==> src/rtl/wts_channel_mixer.sv <==
// rtl/wts_channel_mixer.sv - scales time-multiplexed channel slots by envelope and volume, sums them per frame
module wts_channel_mixer #(
    parameter int CH_NUM    = 5,
    parameter int OUT_WIDTH = 11
) (
    input  logic                 clk,
    input  logic                 nreset,
    input  logic                 active,
    input  logic                 clear,
    input  logic                 enable,
    input  logic                 ch_valid,
    input  logic [2:0]           ch_index,
    input  logic [7:0]           ch_wave,
    input  logic [8:0]           ch_envelope,
    input  logic [3:0]           ch_volume,
    input  logic [CH_NUM-1:0]    ch_mask,
    output logic [OUT_WIDTH-1:0] sample_out,
    output logic                 out_valid
);

    // Extra headroom lets duplicated slot indices pile up without wrapping.
    localparam int ACC_MIN = 8 + $clog2(CH_NUM) + 1 + 4;
    localparam int ACC_W   = (OUT_WIDTH + 1 > ACC_MIN) ? OUT_WIDTH + 1 : ACC_MIN;
    localparam logic signed [ACC_W-1:0] SAT_MAX = ACC_W'((64'sd1 <<< (OUT_WIDTH - 1)) - 64'sd1);
    localparam logic signed [ACC_W-1:0] SAT_MIN = ~SAT_MAX;

    logic                    v1, last1, v2, last2;
    logic signed [8:0]       p1;
    logic [3:0]              vol1;
    logic signed [7:0]       p2;
    logic signed [ACC_W-1:0] acc;

    logic                    slot_ok;
    logic                    mask_bit;
    logic signed [17:0]      prod1;
    logic signed [17:0]      shift1;
    logic signed [13:0]      prod2;
    logic signed [13:0]      shift2;
    logic signed [ACC_W-1:0] sum;
    logic signed [ACC_W-1:0] sat_val;

    assign slot_ok = ch_valid && (32'(ch_index) < CH_NUM);

    always_comb begin
        mask_bit = 1'b0;
        for (int i = 0; i < CH_NUM; i++) begin
            if (32'(ch_index) == i) mask_bit = ch_mask[i];
        end
    end

    // Envelope is unsigned, so it gets a zero sign bit before the signed multiply.
    assign prod1  = $signed(ch_wave) * $signed({1'b0, ch_envelope});
    assign shift1 = prod1 >>> 8;
    assign prod2  = p1 * $signed({1'b0, vol1});
    assign shift2 = prod2 >>> 4;
    assign sum    = acc + ACC_W'(p2);

    always_comb begin
        sat_val = sum;
        if (sum > SAT_MAX)      sat_val = SAT_MAX;
        else if (sum < SAT_MIN) sat_val = SAT_MIN;
    end

    always_ff @(posedge clk or negedge nreset) begin
        if (!nreset) begin
            v1         <= 1'b0;
            last1      <= 1'b0;
            p1         <= '0;
            vol1       <= '0;
            v2         <= 1'b0;
            last2      <= 1'b0;
            p2         <= '0;
            acc        <= '0;
            sample_out <= '0;
            out_valid  <= 1'b0;
        end else begin
            out_valid <= 1'b0;
            if (active) begin
                if (clear) begin
                    v1  <= 1'b0;
                    v2  <= 1'b0;
                    acc <= '0;
                end else begin
                    v1    <= slot_ok;
                    last1 <= (32'(ch_index) == CH_NUM - 1);
                    p1    <= (slot_ok && mask_bit) ? shift1[8:0] : 9'sd0;
                    vol1  <= ch_volume;
                    v2    <= v1;
                    last2 <= last1;
                    p2    <= shift2[7:0];
                    if (v2) begin
                        if (last2) begin
                            sample_out <= enable ? sat_val[OUT_WIDTH-1:0] : '0;
                            acc        <= '0;
                            out_valid  <= 1'b1;
                        end else begin
                            acc <= sum;
                        end
                    end
                end
            end
        end
    end

endmodule

==> config.mk <==
export PLATFORM = sky130hd
export DESIGN_NAME = wts_channel_mixer
export DESIGN_NICKNAME = d
export VERILOG_FILES = /design/src/rtl/wts_channel_mixer.sv
export SDC_FILE = /design/constraint.sdc
export NUM_CORES = 1
export LEC_CHECK = 0
export CORE_MARGIN = 1.5
export CORE_UTILIZATION = 40
export CTS_BUF_LIST = sky130_fd_sc_hd__clkbuf_16
export CTS_CLUSTER_SIZE = 10
export DETAILED_ROUTE_END_ITERATION = 8
export SLEW_MARGIN = 5
export SYNTH_ARGS = -nofsm -noshare
export SYNTH_HDL_FRONTEND = slang
export SYNTH_SLANG_ARGS = --single-unit
==> constraint.sdc <==
create_clock -name clk -period 4.9 [get_ports clk]
set_clock_uncertainty 0.1 [all_clocks]
set_input_delay 0.49 -clock clk [delete_from_list [all_inputs] [get_ports clk]]
set_output_delay 0.49 -clock clk [all_outputs]
set_load 0.005 [all_outputs]
* Word level (Yosys, flattened, before mapping)
Cells that the tools add are included.
Storage, ports and cells: input port bits 35, word-level logic and storage cells 46, output and inout port bits 12, bits in registers 53
Cells by class: magnitude comparators 3, equality and inequality tests 4, muxes and demuxes 18, bitwise logic cells 1, reductions and logical operators 7, add/sub/neg operators 1, multiply operators 2
Operators with widths (count):
- 16-bit 2-to-1 mux | 3
- 11-bit 2-to-1 mux | 3
- 8-bit by 10-bit multiplier with 17-bit output | 1
- 16-bit by 8-bit adder with 16-bit output | 1
- 16-bit by 11-bit > comparator with 1-bit output (second input constant) | 1
- 16-bit by 11-bit less-than comparator with 1-bit output (second input constant) | 1
- 9-bit by 5-bit multiplier with 12-bit output | 1
- 1-bit 2-to-1 mux | 11
- 9-bit 2-to-1 mux | 1
- 3-bit by 2-bit equality test with 1-bit output (second input constant) | 2
- 2-bit AND reduction | 2
- 4-bit AND reduction | 1
- 3-bit by 1-bit equality test with 1-bit output (second input constant) | 1
- 3-bit equality test (second input constant) | 1
- 3-bit zero test | 1
- 3-bit less-than comparator (second input constant) | 1
- 1-bit logical AND | 2
- 2-bit nonzero test | 1
- 1-bit inverter | 1

* Depth between registers and ports, before layout
depth in word-level cells 8, mapped depth 17

* Worst setup path before layout
OpenSTA, ideal clock, no wires.
path kind input -> register, from input ch_wave[7], to register p1[8], setup time 0.121 ns, stages on the path 16, slack 0.498 ns, data arrival time 4.181 ns, path through clkinv_1 -> nor2_1 -> fa_1 -> fa_1 -> fa_1 -> inv_1 -> fa_1 -> inv_1 -> ha_1 -> nor3_1 -> nor2_1 -> nand3_1 -> a31oi_1 -> a21oi_1 -> xnor2_1 -> a22o_1
Between the ends: cells in the longest elaborated chain, start to end 2
Ends and longest elaborated chain:
- start, declared | RTL line 13 | input logic [7:0] ch_wave,
- 8-bit by 10-bit multiplier with 17-bit output | RTL line 52 | assign prod1 = $signed(ch_wave) * $signed({1'b0, ch_envelope});
- 9-bit 2-to-1 mux | RTL line 86 | p1 <= (slot_ok && mask_bit) ? shift1[8:0] : 9'sd0;
- end signal, assigned | RTL line 86
- end, declared | RTL line 28 | logic signed [8:0] p1;
Every way passes these cells. A chain may end at the register's enable or synchronous reset.

* Worst setup path in the final report
from input ch_wave[3], to register p1[4]
Same word-level chain as after synthesis.

==> key figures <==
Status
  – Outcome: finished, final reports clean

Setup path
  – Worst EP arrival: 4.75 ns
  – Critical Path Fanout Max: 8
  – R2R Setup Slk: 0.88 ns
  – Crit Path Category: in -> reg
  – Critical Path End Type: flop
  – Worst EP required: 4.98 ns
  – Startpoint Class: input pin

Yosys
  – Mapped cell area: 6100 um^2
  – Sequential share of the synthesized area: 0.217
  – Dominant cells by area after synthesis: dfrtp_1 (22%), fa_1 (19%), ha_1 (15%), and2_1 (7.3%), inv_1 (5.9%)
  – Ys Warns: 0
  – Synth top area share: 0.217
  – Cell taking the most area after synthesis: dfrtp_1
  – Syn avg cell area: 9.21 um^2
  – Mapped Cells: 662
  – Post-synth EDFFs: 0
  – Main flop type after synthesis: dfrtp_1
  – Async SR Flop Fraction: 1.00
  – #FFs+latches synth: 53
  – Synth Net Count: 828
  – Yosys cell types: 58

Timing
  – Final Hold Viols: 0
  – Max-slew headroom: 0.522
  – # setup viols final: 0
  – Pins Over Slew Limit: 0
  – Setup TNS: 0 ns
  – Slew @ Worst Pin: slightly above 0.7 ns
  – Max Clk Rate: 214 MHz
  – Fin crit share: 0.952
  – Min cycle time layout: 4.67 ns

Global route
  – Tot GR Track Use: 0.176
  – Vias in the first global route: about 5000
  – Grt total ovfl: 0
  – Pin count of the biggest net entering global routing: 54
  – First-pass GRT wire length: about 23000 um
  – Initial antenna violation count: 0

Placement
  – GPL Wtd Cong: ~0.9
  – Post-DP HPWL: 10600 um
  – PortBufs: 46
  – Dpl cell area: between 6000 and 7000 um^2

Power and ir drop
  – Switching Fraction: 0.384
  – Power density cells: 281 nW/um^2
  – Sequential power share: 0.271
  – Pint: 0.00124 W
  – Comb power frac: 0.531
  – Max VDD drop: 0.174 mV
  – Switch Pwr: 0.000770 W
  – Pleak: around 3.7 nW
  – Clk pwr share: 0.198

Route
  – Pre-antenna DRT Iters: 4
  – Routed WL: ~13000 um
  – Avg WL per Cell: 14.2 um
  – Vias per cell: between 5 and 6
  – DRC viols: 0
  – Vias: 4721
  – ANT nets after route: 0
  – Initial DRC count: 192

Finish
  – Area Overhead vs Synth: 17.1%
  – Diodes inserted: 0
  – Nets: 898
  – Fillers: 1379
  – Share of layout cells above drive strength 1: 0.0791
  – Commonest non-fill, non-tap cells in the layout: inv_1 (97), ha_1 (74), nand2_1 (73), and2_1 (71), fa_1 (57)
  – Commonest non-fill, non-tap cell in the layout: inv_1
  – Fin area: 7140 um^2

Die
  – Num rows: 44
  – Die ar.: 16000 um^2
  – Starting Density: 0.415
  – Die H: 126 um
  – CORE AREA: 14700 um^2
  – Top-Level Pins: 47
  – Die Wd: 126 um

Clocking
  – CTS root buffer: clkbuf_16
  – # H-tree levels: 2
  – Skew-Pair Late Insertion Delay: around 0.30 ns
  – Sink Count: 53
  – CTS tree: built
  – Num CTS Buffers: 5
  – Clock transition at the registers of the reported paths: roughly 0.070 ns
  – CTS Hold Bufs: 0
  – CTS Buffer Depth: 2

Hold path
  – Hold Path Class: in -> async

Run
  – Max Cap Viol: 0
==> state kept, by name, indices dropped and copies added, names as in the netlist <==
| signal | count |
|---|---|
| out_valid | 1 |
| p2 | 8 |
| v2 | 1 |
| p1 | 9 |
| sample_out | 11 |
| vol1 | 4 |
| last1 | 1 |
| v1 | 1 |
| last2 | 1 |
| acc | 16 |
==> synth_stat cells (2+ instances only) <==
library cell / number
a211oi_1: 6
a21o_1: 6
a21oi_1: 21
a22o_1: 19
a31oi_1: 8
a32o_1: 3
and2_1: 71
and3_1: 7
and4_1: 2
buf_2: 2
clkbuf_1: 10
dfrtp_1: 53
fa_1: 57
ha_1: 74
inv_1: 96
nand2_1: 73
nand2b_1: 6
nand3_1: 9
nor2_1: 20
nor2b_1: 3
nor3_1: 8
o211ai_1: 11
o21a_1: 4
o21ai_0: 18
o21ai_1: 3
o21ai_2: 3
o21bai_1: 4
or2_2: 2
or3_1: 2
xnor2_1: 22
xor2_1: 12
==> power groups by stage <==
stage                     combinational (W)  sequential, W  clock, W
after global routing                0.00125       0.000554  0.000427
after global placement              0.00103       0.000551         0
final                               0.00107       0.000544  0.000396
after detailed placement            0.00105       0.000553         0
after CTS                           0.00106       0.000545  0.000409
after floorplan                    0.000764       0.000525         0
==> timing repair <==
| item | CTS | global route |
|---|---|---|
| resized for setup | 0 | 9 |
| setup endpoints to repair | 0 | 4 |
| buffers inserted | 0 | 1 |
| hold endpoints to repair | 0 | 0 |
==> kinds of logic (layout without fill, tap and decap cells) <==
logic type,Yosys count,in the layout,share of synthesized area
simple gates,214,214,0.184
fa+ha+maj,131,131,0.339
compound gates,117,117,0.134
buf+inv,110,181,0.0687
flops,53,53,0.217
xor+xnor,35,35,0.0515
mux,2,2,0.00533
==> path summary, 6_finish.rpt <==
| check | cells after the start | from | endpoint |
|---|---|---|---|
| hold / removal | 2 | nreset | acc[12] |
| setup reg to reg | 15 | vol1[2] | p2[7] |
| hold reg to reg | 2 | last1 | last1 |
| min in group clk | 2 | last1 | last1 |
| setup / recovery | 16 | ch_wave[3] | p1[4] |
| max in group asynchronous | 2 | nreset | acc[0] |
==> per-stage QoR <==
step | hold slack (ns) | total power, W | utilization | setup slack (ns) | cells
floorplan | 0.0944 | 0.00129 | - | 0.498 | 662
global placement | 0.357 | 0.00158 | 0.473 | -0.0495 | 908
detailed placement | 0.365 | 0.00160 | 0.473 | -0.197 | 908
CTS | 0.240 | 0.00201 | 0.484 | 0.129 | 916
global route | 0.281 | 0.00223 | 0.486 | -0.00387 | 917
finish | 0.219 | 0.00201 | 0.486 | 0.234 | 917
==> critical path: stages <==
cell and delay, ns:
clkdlybuf4s50_1 0.55, and2_1 0.25, fa_1 0.53, fa_1 0.44
fa_1 0.54, inv_1 0.05, fa_1 0.52, inv_1 0.04
ha_1 0.21, nor3_1 0.20, o211ai_1 0.16, buf_4 0.17
a31oi_1 0.18, nand2b_1 0.15, a21oi_1 0.06, a22o_1 0.19
==> area by class of cell <==
cell class	count	area, um^2	area share
multi-input combinational	499	4370	0.612
sequential	53	1330	0.186
clock buffer	5	125	0.0175
clock inverter	3	37.5	0.00525
timing repair buffer	76	691	0.0967
inverter	97	364	0.0510
tap	184	230	0.0322
==> layer usage <==
metal,up-vias,share of wire,GRT usage
met1,2290,0.50,0.244
met4,0,0.011,0.0385
met5,-,0,0
met3,13,0.033,0.0249
met2,77,0.45,0.293
li1,2341,-,-
No activity file was read; power rests on OpenSTA's default activity.
